### src/rtl/mp_add_sequencer_if.sv
// Handshake and adder-core bus for mp_add_sequencer.
// The sequencer connects through the slave modport and its environment
// (operand source, adder core, result sink) through the master modport.
// Optional subtract support is enabled with the MP_ADD_SUB_EN macro.
interface mp_add_sequencer_if #(
    parameter int WORD_W = 16,
    parameter int CNT_W  = 4
);
    logic              start;
    logic [CNT_W-1:0]  nwords;
    logic              cin;
`ifdef MP_ADD_SUB_EN
    logic              sub;
`endif
    logic              in_valid;
    logic              in_ready;
    logic [WORD_W-1:0] in_a;
    logic [WORD_W-1:0] in_b;
    logic [WORD_W-1:0] add_a;
    logic [WORD_W-1:0] add_b;
    logic              add_cin;
    logic [WORD_W-1:0] add_sum;
    logic              add_cout;
    logic              out_valid;
    logic              out_ready;
    logic [WORD_W-1:0] out_sum;
    logic              out_last;
    logic              out_cout;
    logic              busy;

`ifdef MP_ADD_SUB_EN
    modport slave (
        input  start, nwords, cin, sub, in_valid, in_a, in_b, add_sum, add_cout, out_ready,
        output in_ready, add_a, add_b, add_cin, out_valid, out_sum, out_last, out_cout, busy
    );
    modport master (
        output start, nwords, cin, sub, in_valid, in_a, in_b, add_sum, add_cout, out_ready,
        input  in_ready, add_a, add_b, add_cin, out_valid, out_sum, out_last, out_cout, busy
    );
`else
    modport slave (
        input  start, nwords, cin, in_valid, in_a, in_b, add_sum, add_cout, out_ready,
        output in_ready, add_a, add_b, add_cin, out_valid, out_sum, out_last, out_cout, busy
    );
    modport master (
        output start, nwords, cin, in_valid, in_a, in_b, add_sum, add_cout, out_ready,
        input  in_ready, add_a, add_b, add_cin, out_valid, out_sum, out_last, out_cout, busy
    );
`endif
endinterface

### src/rtl/mp_add_sequencer.sv
// Multi-precision add sequencer: streams N operand words (LSW first) through
// an external WORD_W-bit adder core, threading the carry between words.
// Optional feature macro: MP_ADD_SUB_EN (adds bus.sub; computes A-B).
module mp_add_sequencer #(
    parameter int WORD_W    = 16,
    parameter int MAX_WORDS = 8,
    parameter int CNT_W     = 4
) (
    input logic            clk,
    input logic            rst_n,
    mp_add_sequencer_if.slave bus
);

    typedef enum logic [1:0] {IDLE, WAIT, ADD, OUT} state_t;

    state_t            state;
    state_t            next_state;

    logic [CNT_W-1:0]  nwords_q;
    logic [CNT_W-1:0]  idx;
    logic              carry;
    logic [WORD_W-1:0] add_a_q;
    logic [WORD_W-1:0] add_b_q;
    logic              add_cin_q;
    logic [WORD_W-1:0] sum_q;
    logic              last_q;
    logic              cout_q;

    logic              start_ok;
    logic              init_carry;
    logic [WORD_W-1:0] b_word;
    logic              in_ready;
    logic              out_valid;
    logic              busy;

`ifdef MP_ADD_SUB_EN
    logic              sub_q;

    // Operand B inversion and forced initial carry turn the adder into A-B.
    always_comb begin
        init_carry = bus.sub ? 1'b1 : bus.cin;
        b_word     = sub_q ? ~bus.in_b : bus.in_b;
    end
`else
    // Plain addition: operands pass straight through.
    always_comb begin
        init_carry = bus.cin;
        b_word     = bus.in_b;
    end
`endif

    assign start_ok = bus.start && (bus.nwords != '0) && (bus.nwords <= CNT_W'(MAX_WORDS));

    // State register.
    always_ff @(posedge clk or negedge rst_n) begin
        if (!rst_n) begin
            state <= IDLE;
        end else begin
            state <= next_state;
        end
    end

    // Next-state and handshake outputs decoded from the current state.
    always_comb begin
        next_state = state;
        in_ready   = 1'b0;
        out_valid  = 1'b0;
        busy       = 1'b1;
        case (state)
            IDLE: begin
                busy = 1'b0;
                if (start_ok) next_state = WAIT;
            end
            WAIT: begin
                in_ready = 1'b1;
                if (bus.in_valid) next_state = ADD;
            end
            ADD: begin
                next_state = OUT;
            end
            OUT: begin
                out_valid = 1'b1;
                if (bus.out_ready) next_state = last_q ? IDLE : WAIT;
            end
            default: next_state = IDLE;
        endcase
    end

    // Datapath: operand/carry registers toward the core and captured results.
    always_ff @(posedge clk or negedge rst_n) begin
        if (!rst_n) begin
            nwords_q  <= '0;
            idx       <= '0;
            carry     <= 1'b0;
            add_a_q   <= '0;
            add_b_q   <= '0;
            add_cin_q <= 1'b0;
            sum_q     <= '0;
            last_q    <= 1'b0;
            cout_q    <= 1'b0;
`ifdef MP_ADD_SUB_EN
            sub_q     <= 1'b0;
`endif
        end else begin
            case (state)
                IDLE: begin
                    if (start_ok) begin
                        nwords_q <= bus.nwords;
                        carry    <= init_carry;
                        idx      <= '0;
`ifdef MP_ADD_SUB_EN
                        sub_q    <= bus.sub;
`endif
                    end
                end
                WAIT: begin
                    if (bus.in_valid) begin
                        add_a_q   <= bus.in_a;
                        add_b_q   <= b_word;
                        add_cin_q <= carry;
                    end
                end
                ADD: begin
                    sum_q  <= bus.add_sum;
                    carry  <= bus.add_cout;
                    last_q <= (idx == nwords_q - CNT_W'(1));
                    cout_q <= bus.add_cout;
                end
                OUT: begin
                    if (bus.out_ready && !last_q) idx <= idx + CNT_W'(1);
                end
                default: ;
            endcase
        end
    end

    assign bus.in_ready  = in_ready;
    assign bus.out_valid = out_valid;
    assign bus.busy      = busy;
    assign bus.add_a     = add_a_q;
    assign bus.add_b     = add_b_q;
    assign bus.add_cin   = add_cin_q;
    assign bus.out_sum   = sum_q;
    assign bus.out_last  = last_q;
    assign bus.out_cout  = cout_q;

endmodule
### src/flat_wrapper.sv
// flat-port wrapper written by rule: the top's interface ports become plain ports
module mp_add_sequencer_flat 
#(
    parameter int WORD_W    = 16,
    parameter int MAX_WORDS = 8,
    parameter int CNT_W     = 4
)
  (clk, rst_n, bus_start, bus_nwords, bus_cin, bus_in_valid, bus_in_a, bus_in_b, bus_add_sum, bus_add_cout, bus_out_ready, bus_in_ready, bus_add_a, bus_add_b, bus_add_cin, bus_out_valid, bus_out_sum, bus_out_last, bus_out_cout, bus_busy);
  mp_add_sequencer_if #(.WORD_W(WORD_W), .CNT_W(CNT_W)) bus_i ();
  input logic clk;
  input logic rst_n;
  input wire logic [$bits(bus_i.start)-1:0] bus_start;
  input wire logic [$bits(bus_i.nwords)-1:0] bus_nwords;
  input wire logic [$bits(bus_i.cin)-1:0] bus_cin;
  input wire logic [$bits(bus_i.in_valid)-1:0] bus_in_valid;
  input wire logic [$bits(bus_i.in_a)-1:0] bus_in_a;
  input wire logic [$bits(bus_i.in_b)-1:0] bus_in_b;
  input wire logic [$bits(bus_i.add_sum)-1:0] bus_add_sum;
  input wire logic [$bits(bus_i.add_cout)-1:0] bus_add_cout;
  input wire logic [$bits(bus_i.out_ready)-1:0] bus_out_ready;
  output wire logic [$bits(bus_i.in_ready)-1:0] bus_in_ready;
  output wire logic [$bits(bus_i.add_a)-1:0] bus_add_a;
  output wire logic [$bits(bus_i.add_b)-1:0] bus_add_b;
  output wire logic [$bits(bus_i.add_cin)-1:0] bus_add_cin;
  output wire logic [$bits(bus_i.out_valid)-1:0] bus_out_valid;
  output wire logic [$bits(bus_i.out_sum)-1:0] bus_out_sum;
  output wire logic [$bits(bus_i.out_last)-1:0] bus_out_last;
  output wire logic [$bits(bus_i.out_cout)-1:0] bus_out_cout;
  output wire logic [$bits(bus_i.busy)-1:0] bus_busy;
  assign bus_i.start = bus_start;
  assign bus_i.nwords = bus_nwords;
  assign bus_i.cin = bus_cin;
  assign bus_i.in_valid = bus_in_valid;
  assign bus_i.in_a = bus_in_a;
  assign bus_i.in_b = bus_in_b;
  assign bus_i.add_sum = bus_add_sum;
  assign bus_i.add_cout = bus_add_cout;
  assign bus_i.out_ready = bus_out_ready;
  assign bus_in_ready = bus_i.in_ready;
  assign bus_add_a = bus_i.add_a;
  assign bus_add_b = bus_i.add_b;
  assign bus_add_cin = bus_i.add_cin;
  assign bus_out_valid = bus_i.out_valid;
  assign bus_out_sum = bus_i.out_sum;
  assign bus_out_last = bus_i.out_last;
  assign bus_out_cout = bus_i.out_cout;
  assign bus_busy = bus_i.busy;
  mp_add_sequencer #(.WORD_W(WORD_W), .MAX_WORDS(MAX_WORDS), .CNT_W(CNT_W)) u_core (.clk(clk), .rst_n(rst_n), .bus(bus_i));
endmodule
### config.mk
export PLATFORM = sky130hd
export DESIGN_NAME = mp_add_sequencer_flat
export DESIGN_NICKNAME = d
export VERILOG_FILES = /design/src/rtl/mp_add_sequencer_if.sv /design/src/rtl/mp_add_sequencer.sv /design/src/flat_wrapper.sv
export SDC_FILE = /design/constraint.sdc
export NUM_CORES = 1
export LEC_CHECK = 0
export CAP_MARGIN = 40
export CORE_MARGIN = 5
export CORE_UTILIZATION = 46
export DETAILED_ROUTE_END_ITERATION = 16
export GPL_ROUTABILITY_DRIVEN = 0
export GPL_TIMING_DRIVEN = 0
export PLACE_DENSITY = 0.86
export SETUP_SLACK_MARGIN = 0.1
export SLEW_MARGIN = 20
export SYNTH_ARGS = -nofsm -noshare
export SYNTH_HDL_FRONTEND = slang
export SYNTH_SLANG_ARGS = --single-unit
### constraint.sdc
create_clock -name clk -period 5.1 [get_ports clk]
set_input_delay 1.02 -clock clk [delete_from_list [all_inputs] [get_ports clk]]
set_output_delay 1.02 -clock clk [all_outputs]
set_load 0.01 [all_outputs]
==> flow_summary.json <==
{
  "hold_path_depth": 2,
  "setup_tns_ns": 0,
  "dieArea_um2": 7441,
  "grt_usage": 0.1762,
  "core_area_um2": 5574,
  "drtIter0Drc": 61,
  "die_w_um": 86.26,
  "wl_per_cell_um": 16.15,
  "multi_input_area_um2": 1067,
  "drtAntennaViolNets": 0,
  "cts.clk_slew.worst_paths_ns": 0.06,
  "skew_ns": 0.009263,
  "htree_levels": 3,
  "seq_area_um2": 1551,
  "cts_tree": "yes",
  "comb_power_share": 0.487,
  "drt_first_pass_iters": 2,
  "post-dp-hpwl_um": 4807,
  "syn_to_final_growth_pct": 53.27,
  "post_cts_resized": 0,
  "critical_path.endpoint_type": "output pin",
  "cts-hold-fix-buffers": 0,
  "start_util": 0.4799,
  "overflow": 0,
  "grt_pass1_vias": 2093,
  "root_buffer": "clkbuf_8",
  "rows": 27,
  "drv_slew": 0,
  "syn_area_um2": 2675,
  "hold_viol": 0,
  "critPathArrivalTime_ns": 1.95,
  "hold-worst-slack_ns": 0.4827,
  "yosys.area.top_type": "dfrtp_1",
  "num_antenna_cells": 0,
  "min_path_type": "reg -> reg",
  "power_density_nw_per_um2": 612.6,
  "r2r_cells": 6,
  "switching_share": 0.3124,
  "power.switching_uw": 784.7,
  "antenna_found_initial": 0,
  "ys.warnings.count": 0,
  "cp_slowest_stage_delay_ns": 0.59,
  "worst_path_max_delay_cell": "clkdlybuf4s50_1",
  "synth_cell_types": 35,
  "clkSinkCount": 62,
  "outcome": "completed",
  "io_pins": 113,
  "synth_area_leaders": "dfrtp_1 58%, mux2_2 20%, ha_1 3.3%",
  "cp.depth": 4,
  "worstPathRequired_ns": 4.08,
  "rsz0062_at_grt": "no",
  "cp_cell_sequence": "inv_1, ha_1, inv_1, clkdlybuf4s50_1",
  "timing.slew.headroom": 0.6289,
  "synth_nets": 253,
  "finalCritPeriodShare": 0.5815,
  "wl_um": 6234,
  "drive_above_1_share": 0.2389,
  "grt_pass1_wl_um": 10120,
  "max_cap_viol_count": 0,
  "power_frac_seq": 0.346,
  "rrSetupSlack_ns": 3.15,
  "syn_avg_cell_area_um2": 14.31,
  "setup_viol": 0,
  "worst_slew_pin_slew_ns": 0.5566,
  "fillers": 392,
  "p_leak_uw": 0.001726,
  "insertion_delay_ns": 0.32,
  "path_buf_inv": 3,
  "syn_inst": 187,
  "crit_path_start_kind": "flip-flop",
  "cts_buffer_depth": 2,
  "period_minus_slack_ns": 2.965,
  "crit_top_cell": "inv_1",
  "clockPowerShare": 0.167,
  "synth-seq-cells": 62,
  "cp_top_family": "buffers and inverters",
  "irDropWorstVdd_v": 0.0003579,
  "power.total_uw": 2512,
  "p_int_uw": 1727,
  "critPathKind": "reg -> out",
  "vias": 1937,
  "grt_max_degree": 53,
  "avgViaCountPerCell": 5.018,
  "synth_top_area_frac": 0.5800,
  "drc": 0,
  "die_h_um": 86.26,
  "max_freq_ghz": 0.3372,
  "cts_setup_buffers": 0,
  "numCtsBuffers": 9,
  "cp_max_fo": 6,
  "yosysSeqAreaShare": 0.5800,
  "io_buffers": 112,
  "layout.nets": 377
}
power by group through the flow:
| stage | sequential [uW] | clock, uW | combinational [uW] |
|---|---|---|---|
| final | 870 | 419 | 1220 |
| after global routing | 905 | 452 | 1320 |
| after CTS | 873 | 429 | 1240 |
| after detailed placement | 878 | 0 | 1240 |
| after global placement | 861 | 0 | 1200 |
| after floorplan | 961 | 0 | 529 |
registers in the layout (all words and copies together) (netlist names):
name / count
u_core.bus.add_b: 16
u_core.nwords_q: 4
u_core.bus.out_cout: 1
u_core.bus.out_last: 1
u_core.bus.add_a: 16
u_core.bus.add_cin: 1
u_core.bus.out_sum: 16
u_core.idx: 4
u_core.state: 2
u_core.carry: 1
cells in the mapped netlist:
cell        n
a211oi_1    2
a21oi_1     1
a21oi_2     2
a2bb2oi_1   1
a311oi_1    1
buf_1       2
clkbuf_1    3
dfrtp_1    62
ha_1        7
inv_1      10
mux2_2     48
mux2_4      5
nand2_1     6
nand3_1     2
nand3_4     1
nand3b_1    1
nand4_1     2
nor2_1      2
nor2_4      1
nor2b_1     1
nor3_1      1
nor4b_1     1
o211a_1     1
o211ai_1    3
o21ai_0     5
o22ai_1     2
o31ai_1     2
o31ai_4     1
o41ai_1     1
or2_2       1
or2_4       1
or3_1       1
or4_4       1
xnor2_1     3
xor2_1      3
worst paths after layout:
path	from	endpoint
max	u_core.state[0]	bus_busy
min	u_core.bus.add_cin	u_core.bus.add_cin
max reg2reg	u_core.state[0]	u_core.idx[2]
min reg2reg	u_core.bus.add_cin	u_core.bus.add_cin
max in group asynchronous	rst_n	u_core.nwords_q[2]
min in group asynchronous	rst_n	u_core.bus.add_b[13]
routing by layer:
layer	up-vias	track usage	share of wire
li1	913	-	-
met1	928	0.2205	0.42
met3	12	0.06749	0.10
met5	-	0	0
met4	0	0.07649	0.018
met2	84	0.2726	0.46
worst min-delay path, stage by stage, from the launching register on:
cell,delay (ns)
dfrtp_1,0.34
nand2_1,0.05
o21ai_0,0.06
cells by family after synthesis:
kind of cell	share of synthesized area
flops	0.5800
mux	0.2301
compound gates	0.06361
simple gates	0.05286
buf+inv	0.02105
fa+ha+maj	0.03274
xor+xnor	0.01965
cells in the final DEF (no fill, tap or decap), types with 2 or more instances in the layout:
cell,instances
a211oi_1,2
a21oi_2,2
buf_1,2
clkbuf_1,5
clkbuf_8,11
clkdlybuf4s50_1,111
dfrtp_1,62
ha_1,7
inv_1,10
mux2_2,48
mux2_4,5
nand2_1,6
nand3_1,2
nand4_1,2
nor2_1,2
o211ai_1,3
o21ai_0,5
o22ai_1,2
o31ai_1,2
xnor2_1,3
xor2_1,3
per-stage QoR:
stage / setup slack, ns / area, um2 / util / std cells
2_1_floorplan: 2.912 / 2675 / - / 187
3_3_place_gp: 0.9462 / 3886 / 0.6972 / 371
3_5_place_dp: 2.335 / 3911 / 0.7017 / 372
4_1_cts: 2.113 / 4100 / 0.7356 / 386
5_1_grt: 2.006 / 4100 / 0.7356 / 386
6_report: 2.135 / 4100 / 0.7356 / 386
cell type report:
class	instances	share of cell area
repair buffers	113	0.2795
clock inverters	1	0.007324
well taps	72	0.02197
clock buffers	13	0.03875
inverters	10	0.009155
multi-input cells	110	0.2603
flip-flops and latches	62	0.3784
plain buffers	5	0.004577
Note: power is estimated with default switching activity, not from simulation.
